==> config.mk <==
export PLATFORM = sky130hd
export DESIGN_NAME = tag_scrub_writer
export DESIGN_NICKNAME = d
export VERILOG_FILES = /design/src/rtl/tag_scrub_writer.sv
export SDC_FILE = /design/constraint.sdc
export NUM_CORES = 1
export LEC_CHECK = 0
export BUFFER_PORTS_ARGS = -buffer_cell sky130_fd_sc_hd__buf_2
export CAP_MARGIN = 15
export CORE_ASPECT_RATIO = 1.4
export CORE_MARGIN = 5
export CORE_UTILIZATION = 40
export CTS_CLUSTER_SIZE = 12
export DETAILED_ROUTE_END_ITERATION = 8
export SLEW_MARGIN = 25
export SYNTH_ARGS = -nofsm -noshare
export SYNTH_HDL_FRONTEND = slang
export SYNTH_SLANG_ARGS = --single-unit
export TNS_END_PERCENT = 50
==> constraint.sdc <==
create_clock -name clk -period 2.38 [get_ports clk]
set_clock_uncertainty 0.05 [all_clocks]
set_input_delay 0.476 -clock clk [delete_from_list [all_inputs] [get_ports clk]]
set_output_delay 0.476 -clock clk [all_outputs]
set_load 0.1 [all_outputs]
==> src/rtl/tag_scrub_writer.sv <==
// Write-side controller for the 16-entry tagged store: serialises data writes and retags into array strobes,
// scrubbing an entry before any H->L downgrade. Optional power-up zeroing sweep: define TAG_SCRUB_SWEEP_EN.
module tag_scrub_writer #(
  parameter int DEPTH  = 16,
  parameter int IDX_W  = 4,
  parameter int DATA_W = 3
) (
  input  logic              clk,
  input  logic              reset,
  input  logic              req_valid,
  output logic              req_ready,
  input  logic              req_retag,
  input  logic [IDX_W-1:0]  req_idx,
  input  logic              req_tag,
  input  logic [DATA_W-1:0] req_data,
  input  logic              req_sec,
  output logic              wr_en,
  output logic [IDX_W-1:0]  wr_idx,
  output logic [DATA_W-1:0] wr_data,
  output logic              tag_wr_en,
  output logic              tag_wr_val,
  output logic [DEPTH-1:0]  tags_q,
  output logic              err,
  output logic              busy
);

  if (DEPTH != (1 << IDX_W)) begin : g_bad_depth
    $error("DEPTH must equal 2**IDX_W");
  end

  typedef enum logic [2:0] {
    S_IDLE  = 3'd0,
    S_WRITE = 3'd1,
    S_SCRUB = 3'd2,
    S_RETAG = 3'd3
`ifdef TAG_SCRUB_SWEEP_EN
    , S_SWEEP = 3'd4
`endif
  } state_t;

  state_t              state_q, state_d;
  logic [IDX_W-1:0]    idx_q, idx_n;
  logic [DATA_W-1:0]   data_q, data_n;
  logic                tag_q, tag_n;
  logic                accept, reject, old_tag;
  logic                wr_en_d, tag_wr_en_d, tag_wr_val_d;
  logic [IDX_W-1:0]    wr_idx_d;
  logic [DATA_W-1:0]   wr_data_d;
`ifdef TAG_SCRUB_SWEEP_EN
  logic [IDX_W-1:0]    cnt_q, cnt_n;
  assign cnt_n = cnt_q + 1'b1;
`endif

  // Handshake: a request transfers on a cycle where req_valid && req_ready; req_ready is high
  // only in IDLE, and the requester holds all req_* fields stable until that transfer.
  assign accept  = req_valid && (state_q == S_IDLE);
  assign old_tag = tags_q[req_idx];
  assign idx_n   = accept ? req_idx  : idx_q;
  assign data_n  = accept ? req_data : data_q;
  assign tag_n   = accept ? req_tag  : tag_q;

  always_ff @(posedge clk) begin
    if (reset) begin
`ifdef TAG_SCRUB_SWEEP_EN
      state_q <= S_SWEEP;
`else
      state_q <= S_IDLE;
`endif
    end else begin
      state_q <= state_d;
    end
  end

  always_comb begin
    state_d = state_q;
    reject  = 1'b0;
    unique case (state_q)
      S_IDLE: begin
        if (req_valid) begin
          if (!req_retag) begin
            // H data may only land in an entry already tagged H
            if (req_sec && !old_tag) reject  = 1'b1;
            else                     state_d = S_WRITE;
          end else if (old_tag && !req_tag) begin
            state_d = S_SCRUB;
          end else if (!old_tag && req_tag) begin
            state_d = S_RETAG;
          end
        end
      end
      S_WRITE: state_d = S_IDLE;
      S_SCRUB: state_d = S_RETAG;
      S_RETAG: state_d = S_IDLE;
`ifdef TAG_SCRUB_SWEEP_EN
      S_SWEEP: if (cnt_q == IDX_W'(DEPTH - 1)) state_d = S_IDLE;
`endif
      default: state_d = S_IDLE;
    endcase
  end

  // Outputs are registered, so decode the state being entered rather than the current one.
  always_comb begin
    wr_en_d      = 1'b0;
    wr_idx_d     = '0;
    wr_data_d    = '0;
    tag_wr_en_d  = 1'b0;
    tag_wr_val_d = 1'b0;
    case (state_d)
      S_WRITE: begin
        wr_en_d   = 1'b1;
        wr_idx_d  = idx_n;
        wr_data_d = data_n;
      end
      S_SCRUB: begin
        wr_en_d  = 1'b1;
        wr_idx_d = idx_n;
      end
      S_RETAG: begin
        tag_wr_en_d  = 1'b1;
        wr_idx_d     = idx_n;
        tag_wr_val_d = tag_n;
      end
`ifdef TAG_SCRUB_SWEEP_EN
      S_SWEEP: begin
        wr_en_d  = 1'b1;
        wr_idx_d = cnt_n;
      end
`endif
      default: ;
    endcase
  end

  always_ff @(posedge clk) begin
    if (reset) begin
      tags_q     <= '0;
      idx_q      <= '0;
      data_q     <= '0;
      tag_q      <= 1'b0;
      wr_idx     <= '0;
      wr_data    <= '0;
      tag_wr_en  <= 1'b0;
      tag_wr_val <= 1'b0;
      err        <= 1'b0;
`ifdef TAG_SCRUB_SWEEP_EN
      // The sweep's first strobe (entry 0) is presented straight out of reset
      cnt_q      <= '0;
      wr_en      <= 1'b1;
      req_ready  <= 1'b0;
      busy       <= 1'b1;
`else
      wr_en      <= 1'b0;
      req_ready  <= 1'b1;
      busy       <= 1'b0;
`endif
    end else begin
      idx_q      <= idx_n;
      data_q     <= data_n;
      tag_q      <= tag_n;
      if (state_q == S_RETAG) tags_q[idx_q] <= tag_q;
      wr_en      <= wr_en_d;
      wr_idx     <= wr_idx_d;
      wr_data    <= wr_data_d;
      tag_wr_en  <= tag_wr_en_d;
      tag_wr_val <= tag_wr_val_d;
      err        <= reject;
      req_ready  <= (state_d == S_IDLE);
      busy       <= (state_d != S_IDLE);
`ifdef TAG_SCRUB_SWEEP_EN
      cnt_q      <= cnt_n;
`endif
    end
  end

endmodule

# After elaboration in Yosys (flattened, before gate mapping)
# Cells that the tools add are included.
[word_totals]
regBits = 40
word_cells = 59
[classes]
n_bitwise = 5
magnitude_cmp = 3
n_reduce_logical = 16
eq_ne = 5
muxes = 17
[ops]
columns = ["op", "n"]
rows = [
  ["$mux W3", 6],
  ["$bwmux W16", 1],
  ["$eq A3 B2 Y1 const B", 4],
  ["$lt A4 B5 Y1 const B", 2],
  ["$reduce_or A2 Y1", 4],
  ["$logic_not A3 Y1", 2],
  ["$mux W1", 6],
  ["$pmux W3 S2", 1],
  ["$logic_and A1 B1 Y1", 5],
  ["$not A1 Y1", 5],
  ["$bmux W1 S4", 1],
  ["$demux W1 S4", 1],
  ["$ge A4 B1 Y1 const B", 1],
  ["$mux W4", 1],
  ["$reduce_or A4 Y1", 1],
  ["$eq A3 B1 Y1 const B", 1],
  ["$reduce_bool A3 Y1", 1],
  ["$reduce_or A3 Y1", 1],
  ["$logic_not A1 Y1", 2],
]

# Logic depth before layout (Yosys ltp)
[depth]
word_depth = 13
depth_mapped = 8
ltp_nobuf = 5

# Worst setup path after synthesis
# Ideal clock, no wire load.
[synth_timing]
kind = "register -> register"
startpoint = "register tags_q[9]"
endpoint = "register req_ready"
setup_ns = 0.114
t_required_ns = 2.216
setup_slack_ns = -0.261
arrival_time_ns = 2.477
stages_incl_launch_ff = 8
cell_sequence = "dfxtp_1 -> mux4_2 -> a22o_1 -> nor4_1 -> or4_1 -> buf_2 -> buf_6 -> a21o_1"
[synth_between]
elab_chain_cells = 10
elab_cells_between_ends = 13
classes_between = "8 x mux; 5 x reduce/logical"
[synth_rtl]
columns = ["element", "line", "source"]
rows = [
  ["start: declaration", "22", "output logic [DEPTH-1:0] tags_q,"],
  ["start signal: indexed assignment", "159", "if (state_q == S_RETAG) tags_q[idx_q] <= tag_q;"],
  ["$bmux W1 S4 (*)", "57", "assign old_tag = tags_q[req_idx];"],
  ["$mux W1 (not written as such) (*)", "57", ""],
  ["$logic_not A1 Y1", "82, 86", ""],
  ["$logic_and A1 B1 Y1", "86", "end else if (!old_tag && req_tag) begin"],
  ["$mux W3", "86", ""],
  ["$mux W3", "84", "end else if (old_tag && !req_tag) begin"],
  ["$mux W3 (*)", "80", "if (!req_retag) begin"],
  ["$mux W3 (*)", "79", "if (req_valid) begin"],
  ["$pmux W3 S2 (*)", "77", "unique case (state_q)"],
  ["$logic_not A3 Y1 (*)", "166", "req_ready <= (state_d == S_IDLE);"],
  ["end signal: assignment", "166", ""],
  ["end: declaration", "11", "output logic req_ready,"],
]
# Every way passes the cells marked *; elsewhere a longest branch is shown, timed or not. The select of a mux whose other input is x is not followed.
# A chain may end at the register's enable or synchronous reset.

# Final worst setup path
[layout_timing]
startpoint = "input port req_idx[0]"
endpoint = "register tag_wr_val"
[layout_between]
elab_chain_cells = 12
elab_cells_between_ends = 15
classes_between = "1 x eq/ne; 8 x mux; 1 x bitwise; 5 x reduce/logical"
[layout_rtl]
columns = ["element", "line", "source"]
rows = [
  ["start: declaration", "13", "input logic [IDX_W-1:0] req_idx,"],
  ["$bmux W1 S4 (*)", "57", ""],
  ["$mux W1 (not written as such) (*)", "57", ""],
  ["$logic_not A1 Y1", "82, 86", ""],
  ["$logic_and A1 B1 Y1", "86", ""],
  ["$mux W3", "86", ""],
  ["$mux W3", "84", ""],
  ["$mux W3 (*)", "80", ""],
  ["$mux W3 (*)", "79", ""],
  ["$pmux W3 S2 (*)", "77", ""],
  ["$eq A3 B2 Y1 (*)", "108", "case (state_d)"],
  ["$not A1 Y1 (no line) (*)", "--", ""],
  ["$reduce_or A2 Y1 (no line) (*)", "--", ""],
  ["end signal: assignment", "164", "tag_wr_val <= tag_wr_val_d;"],
  ["end: declaration", "21", "output logic tag_wr_val,"],
]
# Marks and branches as above.

==> impl_metrics.csv <==
group,metric,value,unit
sta,rsz0062_at_grt,"false",
layout,fin_util,0.508,
power_and_ir_drop,total_power,1.27,mW
cts,cts-htree-levels,2,
routing,routed_wl,4.09,mm
layout,final_cell_area,2150,µm²
global_route,overflow,0,
layout,n_fill_cell,431,
cts,cts_root_buffer,"clkbuf_8",
layout,num_antenna_cells,0,
critical_path,startpoint_type,"input port",
placement,io_buffers,41,
synthesis,synth.most_common_cell,"dfxtp_1",
sta,hold_slack,387,ps
cts,clock_latency,290,ps
power_and_ir_drop,netSwitchingFraction,0.270,
sta,fin_crit,2270,ps
floorplanning,core,4240,µm²
placement,dpl_cell_area,2070,µm²
sta,finalMaxSlewViolations,0,
synthesis,yosysTopAreaCellShare,0.455,
worst_hold_path,holdCritPathClass,"in -> reg",
floorplanning,ios,42,
global_route,use_met3,0.0368,
routing,route.detailed.drc,0,
layout,layout.nets,249,
layout,regArea,821,µm²
sta,worst_pin_slew,585,ps
synthesis,avgSynthCellArea,9.22,µm²
synthesis,synth_cell_type_count,36,
cts,cts_hold_buf,0,
routing,wl_per_cell,13.8,µm
power_and_ir_drop,power.internal,0.927,mW
critical_path,critPathMaxFanout,13,
sta,post-route-period-util,0.955,
cts,tritoncts,"yes",
layout,multi_input_area,887,µm²
placement,place_ws,-196,ps
sta,worst_slack,108,ps
cts,clk_pin_slew_worst_paths,70,ps
global_route,grt_pass1_vias,1528,
floorplanning,rows,28,
sta,fin_tns_setup,0,ps
global_route,met1_usage,0.176,
global_route,grt_pass1_wl,7.16,mm
power_and_ir_drop,p_per_area,589,nW/µm²
layout,syn_to_final_growth,22.3,%
floorplanning,start_util,0.416,
power_and_ir_drop,p_switching,0.343,mW
cts,cts_inserted_buffers,5,
synthesis,ys_warn_count,0,
outcome,outcome,"complete, no violations",
floorplanning,die-area,5850,µm²
routing,antenna_left,0,
global_route,grtUsageTotal,0.159,
synthesis,postSynth.asyncResetShare,0,
synthesis,seq_area_frac_synth,0.455,
global_route,grt-busiest-layer,"met2",
power_and_ir_drop,p_clk_frac,0.348,
global_route,grt_use_met2,0.287,
synthesis,synth_area_leader_cell,"dfxtp_1",
global_route,grt_antenna_before_repair,0,
global_route,grt_max_degree,35,
routing,drt_iter0_drc,49,
critical_path,critPathRequiredTime,2540,ps
placement,place_congestion,0.753,
routing,first_pass_iters,4,
cts,clock_path_buffers,2,
synthesis,synth_edf_count,0,
routing,vias,1494,
synthesis,synth_top_flop_cell,"dfxtp_1",
synthesis,synth_seq_cells,40,
cts,clock-sinks,40,
cts,postCtsSetupBuffers,0,
synthesis,synthTopCellsByArea,"dfxtp_1 45%, mux2i_1 9.7%, nor2_1 5.8%, nand2_1 5.5%, mux4_2 5.1%",
synthesis,syn_inst,191,
critical_path,cp.arrival,2430,ps
layout,drive_gt1_frac,0.354,
synthesis,synthesis.nets,204,
power_and_ir_drop,leakagePower,0.950,nW
routing,viasPerCell,5.03,
synthesis,synth.cell_area,1760,µm²
cts,ctsResizeCount,0,
power_and_ir_drop,comb_power_share,0.103,
power_and_ir_drop,ir_drop,0.308,mV
placement,dp.cells,289,
power_and_ir_drop,power_frac_seq,0.549,
sta,fmax,440,MHz
flow_run,cap_violations,0,
floorplanning,fp.dieH,88.5,µm
synthesis,synth_common_cells,"40 x dfxtp_1, 27 x nor2_1, 26 x nand2_1, 17 x mux2i_1, 11 x a21oi_1",
critical_path,cp-end-kind,"flop",
layout,layoutNonFillerInstCount,297,
critical_path,crit_type,"in -> reg",
floorplanning,die_x,66.1,µm
sta,setup-violations-final,0,
sta,timing.final.hold_violations,0,
placement,dp_hpwl,3.12,mm
sta,relSlewSlack,0.610,
==> area by class of cell <==
type | instances | share of cell area
multi-input combinational | 136 | 0.412
clock buffer | 5 | 0.0319
tap | 60 | 0.0348
clock inverter | 3 | 0.00871
inverter | 3 | 0.00523
timing repair buffer | 50 | 0.127
sequential | 40 | 0.381
==> kinds of logic (layout without fill, tap and decap cells) <==
logic type / Yosys count / in the layout / share of synthesized area
AND/OR/NAND/NOR: 88 / 88 / 0.252
flip-flops: 40 / 40 / 0.455
AO/OA/AOI/OAI: 26 / 26 / 0.102
multiplexers: 21 / 21 / 0.148
buffers and inverters: 15 / 61 / 0.0419
other: 1 / 1 / 0.00213
==> critical path, cell delays in order <==
cell and delay (ps):
buf_2 180, mux4_2 560, a22oi_2 220, a211oi_1 100, or4_1 480, buf_4 210, o31ai_1 210
==> registers in the layout, indices dropped and copies added (netlist names) <==
signal,count
tags_q,16
idx_q,4
wr_idx,4
data_q,3
state_q,3
wr_data,3
busy,1
err,1
req_ready,1
tag_q,1
tag_wr_en,1
tag_wr_val,1
wr_en,1
==> power by group through the flow <==
stage	registers, mW	clock network, mW	logic [mW]
2_1_floorplan	0.741	0	0.0652
3_3_place_gp	0.714	0	0.131
3_5_place_dp	0.713	0	0.131
4_1_cts	0.697	0.456	0.132
5_1_grt	0.700	0.493	0.143
6_report	0.698	0.442	0.131
==> final timing paths <==
check / startpoint / slack [ps] / end / cells past startpoint
worst min register to register: data_q[1] / 410 / data_q[1] / 2
worst max-delay path: req_idx[0] / 110 / tag_wr_val / 7
worst max register to register: tags_q[11] / 200 / tag_wr_val / 6
worst min-delay path: req_data[1] / 390 / data_q[1] / 3
==> cell usage in the layout (no fill, tap or decap), types with 3 or more instances in the layout <==
cell and n:
a21boi_1 4, mux4_2 4, inv_1 3, a21oi_1 11
clkbuf_8 5, nand2_1 26, nor2_1 27, buf_4 9
dfxtp_1 24, nor2b_1 4, buf_2 41, mux2i_1 17
nand2b_1 3, nor3_1 4, nand3b_1 3, dfxtp_2 16
nand3_1 4, nor3b_2 3
==> per-layer routing <==
layer / vias to the layer above / share of wire
met5: - / 0
met4: 0 / 0.021
met3: 8 / 0.035
met2: 33 / 0.53
met1: 703 / 0.41
li1: 750 / -
(Power assumes the default switching activity.)
